### config.mk
export PLATFORM = sky130hd
export DESIGN_NAME = decimator
export DESIGN_NICKNAME = d
export VERILOG_FILES = /design/src/rtl/decimator.sv
export SDC_FILE = /design/constraint.sdc
export NUM_CORES = 1
export LEC_CHECK = 0
export ABC_AREA = 1
export CAP_MARGIN = 20
export CORE_MARGIN = 2
export CORE_UTILIZATION = 47
export DETAILED_ROUTE_END_ITERATION = 8
export PLACE_DENSITY = 0.73
export SYNTH_ARGS = -nofsm -noshare
export SYNTH_HDL_FRONTEND = slang
export SYNTH_SLANG_ARGS = --single-unit
### constraint.sdc
create_clock -name iClk -period 4.8 [get_ports iClk]
set_input_delay 0.96 -clock iClk [delete_from_list [all_inputs] [get_ports iClk]]
set_output_delay 0.96 -clock iClk [all_outputs]
set_load 0.05 [all_outputs]
### src/rtl/decimator.sv
// Sample-rate reducer: one output per 2^k valid samples in sample, average or
// min/max envelope mode, with ratio and mode latched on block boundaries.
module decimator #(
  parameter int WIDTH    = 8,
  parameter int MAX_LOG2 = 14,
  parameter int LOG2_W   = 4
) (
  input  logic              iClk,
  input  logic              iRst,
  input  logic [WIDTH-1:0]  iData,
  input  logic              iData_Valid,
  input  logic [LOG2_W-1:0] iRatio_Log2,
  input  logic [1:0]        iMode,
  input  logic              iClear,
  output logic [WIDTH-1:0]  oData,
  output logic [WIDTH-1:0]  oMin,
  output logic [WIDTH-1:0]  oMax,
  output logic              oData_Valid
);

  localparam int ACC_W = WIDTH + MAX_LOG2;

  logic [MAX_LOG2-1:0] countReg;
  logic [ACC_W-1:0]    accReg;
  logic [WIDTH-1:0]    minReg;
  logic [WIDTH-1:0]    maxReg;
  logic [LOG2_W-1:0]   kActReg;
  logic [1:0]          modeActReg;

  logic                firstSample;
  logic                lastSample;
  logic [LOG2_W-1:0]   kSat;
  logic [LOG2_W-1:0]   kEff;
  logic [1:0]          modeEff;
  logic [MAX_LOG2-1:0] lastIdx;
  logic [ACC_W-1:0]    sumNext;
  logic [WIDTH-1:0]    minNext;
  logic [WIDTH-1:0]    maxNext;
  logic [WIDTH-1:0]    avgNext;
  logic [WIDTH-1:0]    selNext;

  // The first sample of a block sees the live port configuration so that
  // k = 0 blocks and back-to-back blocks need no extra cycle.
  always_comb begin
    firstSample = (countReg == '0);
    kSat        = iRatio_Log2;
    if (iRatio_Log2 > LOG2_W'(MAX_LOG2)) begin
      kSat = LOG2_W'(MAX_LOG2);
    end
    kEff       = firstSample ? kSat  : kActReg;
    modeEff    = firstSample ? iMode : modeActReg;
    lastIdx    = ~({MAX_LOG2{1'b1}} << kEff);
    lastSample = (countReg == lastIdx);
  end

  always_comb begin
    sumNext = firstSample ? ACC_W'(iData) : accReg + ACC_W'(iData);
    minNext = iData;
    maxNext = iData;
    if (!firstSample) begin
      if (minReg < iData) minNext = minReg;
      if (maxReg > iData) maxNext = maxReg;
    end
    avgNext = WIDTH'(sumNext >> kEff);
    case (modeEff)
      2'd1:    selNext = avgNext;
      2'd2:    selNext = maxNext;
      default: selNext = iData;
    endcase
  end

  always_ff @(posedge iClk or posedge iRst) begin
    if (iRst) begin
      countReg    <= '0;
      accReg      <= '0;
      minReg      <= '0;
      maxReg      <= '0;
      kActReg     <= '0;
      modeActReg  <= '0;
      oData       <= '0;
      oMin        <= '0;
      oMax        <= '0;
      oData_Valid <= 1'b0;
    end else begin
      oData_Valid <= 1'b0;
      // Clear wins over a same-cycle sample, which is dropped.
      if (iClear) begin
        countReg <= '0;
      end else if (iData_Valid) begin
        accReg <= sumNext;
        minReg <= minNext;
        maxReg <= maxNext;
        if (firstSample) begin
          kActReg    <= kSat;
          modeActReg <= iMode;
        end
        if (lastSample) begin
          countReg    <= '0;
          oData       <= selNext;
          oMin        <= minNext;
          oMax        <= maxNext;
          oData_Valid <= 1'b1;
        end else begin
          countReg <= countReg + MAX_LOG2'(1);
        end
      end
    end
  end

endmodule

==> Word-level counts from Yosys, hierarchy flattened <==
Index checks and enable logic that the tools add are counted.
{ "word_totals": {"memories": 0, "latchBits": 0, "ramBits": 0, "regBits": 83, "rom_bits": 0} }
{ "op_classes": {"n_bitwise": 2, "reduce_logical": 4, "muxes": 15, "div": 0, "n_mul": 0, "n_lt_le_gt_ge": 3, "addsub": 2, "shift": 2, "n_eq_ne": 3} }
{ "op_table": {"columns": ["op", "count"], "rows": [
  ["$mux W14", 3],
  ["$mux W8", 4],
  ["$add A22 B8 Y22", 1],
  ["$mux W22", 1],
  ["$shr A22 B4 Y8", 1],
  ["$pmux W8 S2", 1],
  ["$add A14 B1 Y14 const B", 1],
  ["$eq A14 B14 Y1", 1],
  ["$logic_not A14 Y1", 1],
  ["$not A14 Y14", 1],
  ["$shl A14 B4 Y14 const A", 1],
  ["$gt A8 B8 Y1", 1],
  ["$lt A8 B8 Y1", 1],
  ["$mux W4", 2],
  ["$gt A4 B4 Y1 const B", 1],
  ["$mux W1", 3],
  ["$reduce_and A3 Y1", 1],
  ["$eq A2 B1 Y1 const B", 1],
  ["$eq A2 B2 Y1 const B", 1],
  ["$mux W2", 1],
  ["$reduce_and A2 Y1", 1],
  ["$reduce_bool A2 Y1", 1],
  ["$not A1 Y1", 1]
]} }

==> Logic depth before layout (Yosys ltp) <==
Gate-level depths: netlist of the first run.
{ "depth": {"word_depth": 9, "ltp_mapped": 22, "ltp_nobuf": 21} }

==> Worst setup path after synthesis of the first run <==
OpenSTA, ideal clock, no wires.
{ "synth_timing": {"path_type": "input -> register", "from": "in iData[0]", "to": "reg oData[5]", "setup_time_ps": 118, "cell_stages": 20, "path_slack_ps": 1724, "required_time_ps": 4682, "arrival_time_ps": 2958, "path_cell_list": "ha_1 > inv_1 > fa_1 > inv_1 > nand3_1 > nand2_1 > nand2_1 > nand2_1 > clkbuf_1 > nand4_1 > nand3_1 > nand2_1 > nand3_1 > nand3_1 > nand2_1 > nand2_1 > nand2_1 > nand2_1 > nand2_1 > nand2_1"} }
{ "synth_via": {"elab_chain_len": 4, "elab_cells_between_ends": 7} }
{ "synth_rtl": {"columns": ["item", "line_no", "source"], "rows": [
  ["start: declaration", "10", "input logic [WIDTH-1:0] iData,"],
  ["$add A22 B8 Y22 or $gt A8 B8 Y1 (tied branches)", "57, 62", null],
  ["$mux W22 or $mux W8 (tied branches)", "57, 62", null],
  ["$shr A22 B4 Y8 or $mux W8 (tied branches)", "64, 60", null],
  ["$pmux W8 S2 (*)", "65", "case (modeEff)"],
  ["end signal: assignment", "99", "oData <= selNext;"],
  ["end: declaration", "15", "output logic [WIDTH-1:0] oData,"]
]} }
Every way passes the cells marked *; elsewhere a longest branch is shown, timed or not.
A chain may end at the register's enable or synchronous reset.

==> Final worst setup path of the first run <==
Ends and elaborated chain as after synthesis.

==> impl_metrics.ini, run 1 <==
[power_and_ir_drop]
switching_power_mw = 0.981
seq_power_share_pct = 33.4
clockPowerShare_pct = 28.1
p_int_mw = 1.40
powerDensity_mw_per_mm2 = 319
p_sw_share_pct = 41.1
cellLeakagePower_nw = 3.84
combPwrFrac_pct = 38.5
vdd_ir_drop_max_v = 0.000230

[clock_network]
cts.sinks = 83
postCtsSetupRepairBufs = 0
clk_latency_ns = 0.36
cts_inserted_buffers = 9
cts_resized = 0
cts_tree = done
cts.clk_slew.worst_paths_ns = 0.07
cts_hold_buf = 0
root_buffer = clkbuf_16
cts-htree-levels = 3
cts_buffer_depth = 2

[synthesis]
syn_inst = 1060
ys_seq_elements = 83
ys_warn_count = 0
synth_top_area_cell = dfrtp_1
synth_compound_area_share_pct = 9.68
synthXorXnorAreaFrac_pct = 0.265
synth_top_family_by_area = simple AND/OR/NAND/NOR gates
syn_nets = 1106
synthAdderAreaFrac_pct = 5.41
synth-seq-area-share_pct = 31.4
synth.area.mux_share_pct = 0
synth_cell_types = 33
synth.top_cells.by_area = dfrtp_1, nand2_1, nand3_1
netlist.area_leader.share_pct = 31.4
synth-simple-area-share_pct = 43.8
synth_area_per_cell_um2 = 6.24
syn_area_mm2 = 0.00662

[sta]
hold_viol_final = 0
rsz0062_at_grt = false
skew_ns = 0.00867
period_minus_slack_ns = 3.76
tightestPinTransition_ns = 0.616
setup_viol = 0
fmax_mhz = 266
timing.final.crit_share_pct = 78.4
report.final.slew_viol_count = 0
tns_ns = 0
relSlewSlack_pct = 58.5

[finish]
fin_nets = 1135
mostFrequentLayoutCells = nand2_1, nand3_1, inv_1, o21ai_0, dfrtp_1
antenna-diode-count = 0
mostFrequentLayoutCell = nand2_1
final_area_mm2 = 0.00748
syn2layout_area_growth_pct = 13.0
final_cells = 1274
drive_gt1_share_pct = 5.76
n_fill_cell = 1342

[drt]
drt_iter0_drc = 706
viasPerCell = 5.46
vias = 6961
ant_nets = 0
drt_wl_total_um = 19000
drc_errors = 0
routedWlPerCell_um = 14.9
drtPass1Iterations = 5

[worst_setup_path]
cp-start-kind = input pin
crit_path_frequent_cell = nand2_1
cp_slowest_cell = clkdlybuf4s50_1
crit_path_end_kind = flop
cp_num_buf_inv = 3
max_stage_delay_ns = 0.62
crit_fanout = 11
crit_chain = clkdlybuf4s50_1 > ha_1 > inv_1 > fa_1 > inv_1 > nand3_1 > nand2_1 > nand2_1 > nand2_1 > nand4_1 > nand3_1 > nand2_1 > nand3_1 > nand3_1 > nand2_1 > nand2_1 > nand2_1 > nand2_1 > nand2_1 > nand2_1
path_class = input pin to flop
cp.required_ns = 5.05
cp_top_family = simple AND/OR/NAND/NOR gates
worstPathArrival_ns = 4.01

[global_route]
grt_pass1_vias = 6258
grt_start_max_net_pins = 60
grt_antenna_before_repair = 0
grt_usage_pct = 26.4
overflow = 0
grt_pass1_wl_um = 30800

[placement]
dp_hpwl_um = 14100
io_buffers = 42
dp_cells = 1257
finalWeightedCongestion = 0.970
place_area_mm2 = 0.00719

[die]
row_count = 43
ioPinCount = 43
die_w_um = 123
dieArea_mm2 = 0.0150
initial_core_util_pct = 47.8
coreArea_mm2 = 0.0138
die_h_um = 123

[run_status]
outcome = finished, final reports clean

[min_path]
holdCritPathClass = flop to flop

[flow_run]
maxCapViolCount = 0
## final cells by class
cell class	count	area (um^2)	share of cell area (%)
Timing Repair Buffer	54	510	6.83
Inverter	123	464	6.21
Tap cell	180	225	3.01
Clock inverter	7	52.6	0.703
Clock buffer	9	225	3.01
Sequential cell	83	2080	27.8
Multi-Input combinational cell	818	3920	52.5
## cells by family after synthesis
group	Yosys count
flip-flops	83
XOR/XNOR	2
buffers and inverters	159
adder cells (fa/ha/maj)	28
AND/OR/NAND/NOR	667
AO/OA/AOI/OAI	121
## layer usage
| metal | wire length, um | track usage [%] | share of wire [%] |
|---|---|---|---|
| met1 | 8680 | 36.1 | 46 |
| met2 | 8730 | 41.9 | 46 |
| met3 | 1120 | 4.32 | 5.9 |
| met4 | 425 | 9.63 | 2.2 |
| met5 | 0 | 0 | 0 |
## path summary, 6_finish.rpt
check / cells after the start / endpoint / slack (ns) / startpoint
max: 20 / oData[5] / 1.04 / iData[0]
min: 2 / oData[0] / 0.48 / oData[0]
max reg2reg: 19 / oMax[7] / 1.10 / countReg[0]
min reg2reg: 2 / oData[0] / 0.48 / oData[0]
max in group asynchronous: 3 / minReg[0] / 3.07 / iRst
min in group asynchronous: 2 / oData[0] / 0.86 / iRst
## synth_stat cells (all sizes together)
library cell  number
a21boi             2
a21oi             15
and2               1
buf               14
clkbuf            22
clkinv             2
dfrtp             83
fa                 1
ha                27
inv              121
nand2            391
nand3            141
nand3b            11
nand4             31
nor2              87
nor3               2
o211ai             2
o21a               3
o21ai             87
o221ai             1
o22ai             11
or2                3
xor2               2
## worst min-delay path: cells and delay by family (launching register included)
family,cells,cell delay [ns]
flip-flops,1,0.34
AND/OR/NAND/NOR,2,0.11
## power by group through the flow
stage          clock network (mW)  registers, mW  logic [mW]
6_report                    0.671          0.796       0.917
5_1_grt                     0.707          0.803        1.04
4_1_cts                     0.680          0.796       0.902
3_5_place_dp                    0          0.809       0.897
3_3_place_gp                    0          0.808       0.890
2_1_floorplan                   0          0.802       0.678
## metrics by stage
| stage | setup WS, ns | utilization [%] | hold slack (ns) | total power, mW |
|---|---|---|---|---|
| 2_1_floorplan | 1.70 | - | 0.453 | 1.48 |
| 3_3_place_gp | 0.732 | 52.0 | 0.462 | 1.70 |
| 3_5_place_dp | 0.720 | 52.0 | 0.469 | 1.71 |
| 4_1_cts | 1.08 | 54.0 | 0.483 | 2.38 |
| 5_1_grt | 0.764 | 54.1 | 0.499 | 2.55 |
| 6_report | 1.04 | 54.1 | 0.481 | 2.38 |
## flip-flops by register name, summed over array words and instances, names as in the netlist
name	cells
oData_Valid	1
countReg	14
kActReg	4
oMin	8
accReg	22
oMax	8
oData	8
minReg	8
modeActReg	2
maxReg	8
(Power assumes the default switching activity.)
==> inputs of run 2 (changes only) <==
PLACE_DENSITY = 0.75   (was 0.73)
clock period = 3.3 ns   (was 4.8 ns; I/O delays follow)
==> run 2 against run 1 <==
Compared with the run above:
- core utilization is 2.4 points higher
- via count is 1.5% higher
- power is 54% higher
- sequential share of layout area is 1.2 points lower
- first-iteration DRC count is 8.2% higher
- cell count is 3.0% higher
- global-route usage is 1.3 points higher
- critical endpoint is now oMin[7]
==> impl_metrics.ini, run 2 (synthesized netlist as in run 1, its figures left out) <==
[power_and_ir_drop]
powerDensity_mw_per_mm2 = 469
cellLeakagePower_nw = 4.03
vdd_ir_drop_max_v = 0.000346

[sta]
timing.final.crit_share_pct = 91.9
relSlewSlack_pct = 55.9
report.final.slew_viol_count = 0
setup_viol = 0
skew_ns = 0.00806
period_minus_slack_ns = 3.03
fmax_mhz = 330
tightestPinTransition_ns = 0.662
hold_viol_final = 0
rsz0062_at_grt = false

[worst_setup_path]
worstPathArrival_ns = 3.29
cp_top_family = simple AND/OR/NAND/NOR gates
crit_path_frequent_cell = nand2_1
max_stage_delay_ns = 0.41
cp.required_ns = 3.56
crit_path_end_kind = flop
crit_chain = inv_1 > ha_1 > inv_1 > nor2_1 > nand2_1 > nor2_4 > nand2_4 > nand2_2 > nand2_4 > nor2_2 > inv_1 > nand3_1 > nand2_1 > nor2_1 > nand3_1 > nor2_4 > nand2_4 > buf_4 > nand2_1 > nand2_1
cp_num_buf_inv = 4
crit_fanout = 21
path_class = flop to flop
cp-start-kind = flop
cp_slowest_cell = dfrtp_1

[finish]
regMostFlops = accReg
mostFrequentLayoutCells = nand2_1, nand3_1, inv_1, o21ai_0, dfrtp_1
syn2layout_area_growth_pct = 18.1
final_area_mm2 = 0.00781
reg.largest.list = accReg x22, countReg x14
drive_gt1_share_pct = 8.92
final_core_util_pct = 56.5
fin_nets = 1173
antenna-diode-count = 0
largest_reg_flops = 22
mostFrequentLayoutCell = nand2_1

[clock_network]
cts_buffer_depth = 2
cts_hold_buf = 0
root_buffer = clkbuf_16
cts_tree = done
cts_inserted_buffers = 9
clk_latency_ns = 0.36
cts.clk_slew.worst_paths_ns = 0.07
cts.sinks = 83
cts-htree-levels = 3

[die]
die_h_um = 123
coreArea_mm2 = 0.0138
initial_core_util_pct = 47.8
dieArea_mm2 = 0.0150
row_count = 43
die_w_um = 123
ioPinCount = 43

[global_route]
overflow = 0
grt_usage_pct = 27.7
grt_start_max_net_pins = 52
grt_pass1_vias = 6717
grt_pass1_wl_um = 32600
grt_antenna_before_repair = 0

[placement]
dp_hpwl_um = 14600
finalWeightedCongestion = 0.929
io_buffers = 42
place_area_mm2 = 0.00751

[min_path]
holdCritPathClass = flop to flop

[flow_run]
maxCapViolCount = 0

[drt]
vias = 7064
ant_nets = 0
drc_errors = 0
routedWlPerCell_um = 14.8
drt_wl_total_um = 19400
drtPass1Iterations = 6
drt_iter0_drc = 764
viasPerCell = 5.38

[run_status]
outcome = finished, final reports clean
-- run 2: cell types whose count changed in the layout (fill, tap and decap cells not counted) --
| cell | change |
|---|---|
| clkinv_8 | +1 |
| inv_4 | +1 |
| clkinv_4 | -2 |
| nor2_2 | -1 |
| buf_4 | +36 |
| inv_8 | +2 |
| buf_12 | +2 |
| clkinvlp_4 | +1 |
| nor2_4 | +1 |
| clkinv_2 | -3 |
-- run 2: path summary, 6_finish.rpt --
path	startpoint	endpoint	slack, ns	cells past startpoint
min	oMax[7]	oMax[7]	0.48	2
min in group asynchronous	iRst	accReg[19]	0.70	2
max	countReg[0]	oMin[7]	0.27	20
min reg2reg	oMax[7]	oMax[7]	0.48	2
max reg2reg	countReg[0]	oMin[7]	0.27	20
max in group asynchronous	iRst	oData[1]	1.91	3
-- run 2: worst reg2reg max path: cells and delay by family, from the launching register on --
family,cells,cell delay (ns)
flops,1,0.41
buf+inv,4,0.55
simple gates,15,1.70
fa+ha+maj,1,0.25
-- run 2: report_power, final --
group	switching (mW)	total (mW)	internal, mW
logic	0.931	1.45	0.521
clock network	0.517	1.05	0.534
registers	0.0587	1.16	1.10
total	1.51	3.66	2.16
-- run 2: final cells by class --
cell class	count	area, um^2
Fill cell	1341	6010
Multi-Input combinational cell	818	3930
Sequential cell	83	2080
Timing Repair Buffer	92	821
Inverter	123	465
Clock buffer	9	225
Tap cell	180	225
Clock inverter	7	71.3
-- run 2: routing by layer --
metal  wire length (um)  GRT usage [%]  up-vias
li1                   -              -     3573
met1               8850           37.6     3234
met2               8860           44.1      214
met3               1160           5.20       43
met4                519           10.1        0
met5                  0              0        -
-- run 2: stage by stage --
stage / cells / hold slack [ns] / worst slack, ns / total power, mW / setup TNS [ns]
detailed placement: 1296 / 0.470 / -0.0358 / 2.61 / -0.0687
global route: 1312 / 0.513 / 0.0360 / 3.91 / 0
global placement: 1296 / 0.464 / 0.0115 / 2.59 / 0
floorplan: 1060 / 0.453 / 0.503 / 2.15 / 0
finish: 1312 / 0.482 / 0.268 / 3.66 / 0
CTS: 1312 / 0.486 / 0.202 / 3.66 / 0
-- run 2: timing repair --
action | in CTS | in global routing
endpoints found under the setup margin | 0 | 15
setup buffers | 0 | 0
resized for setup | 0 | 2
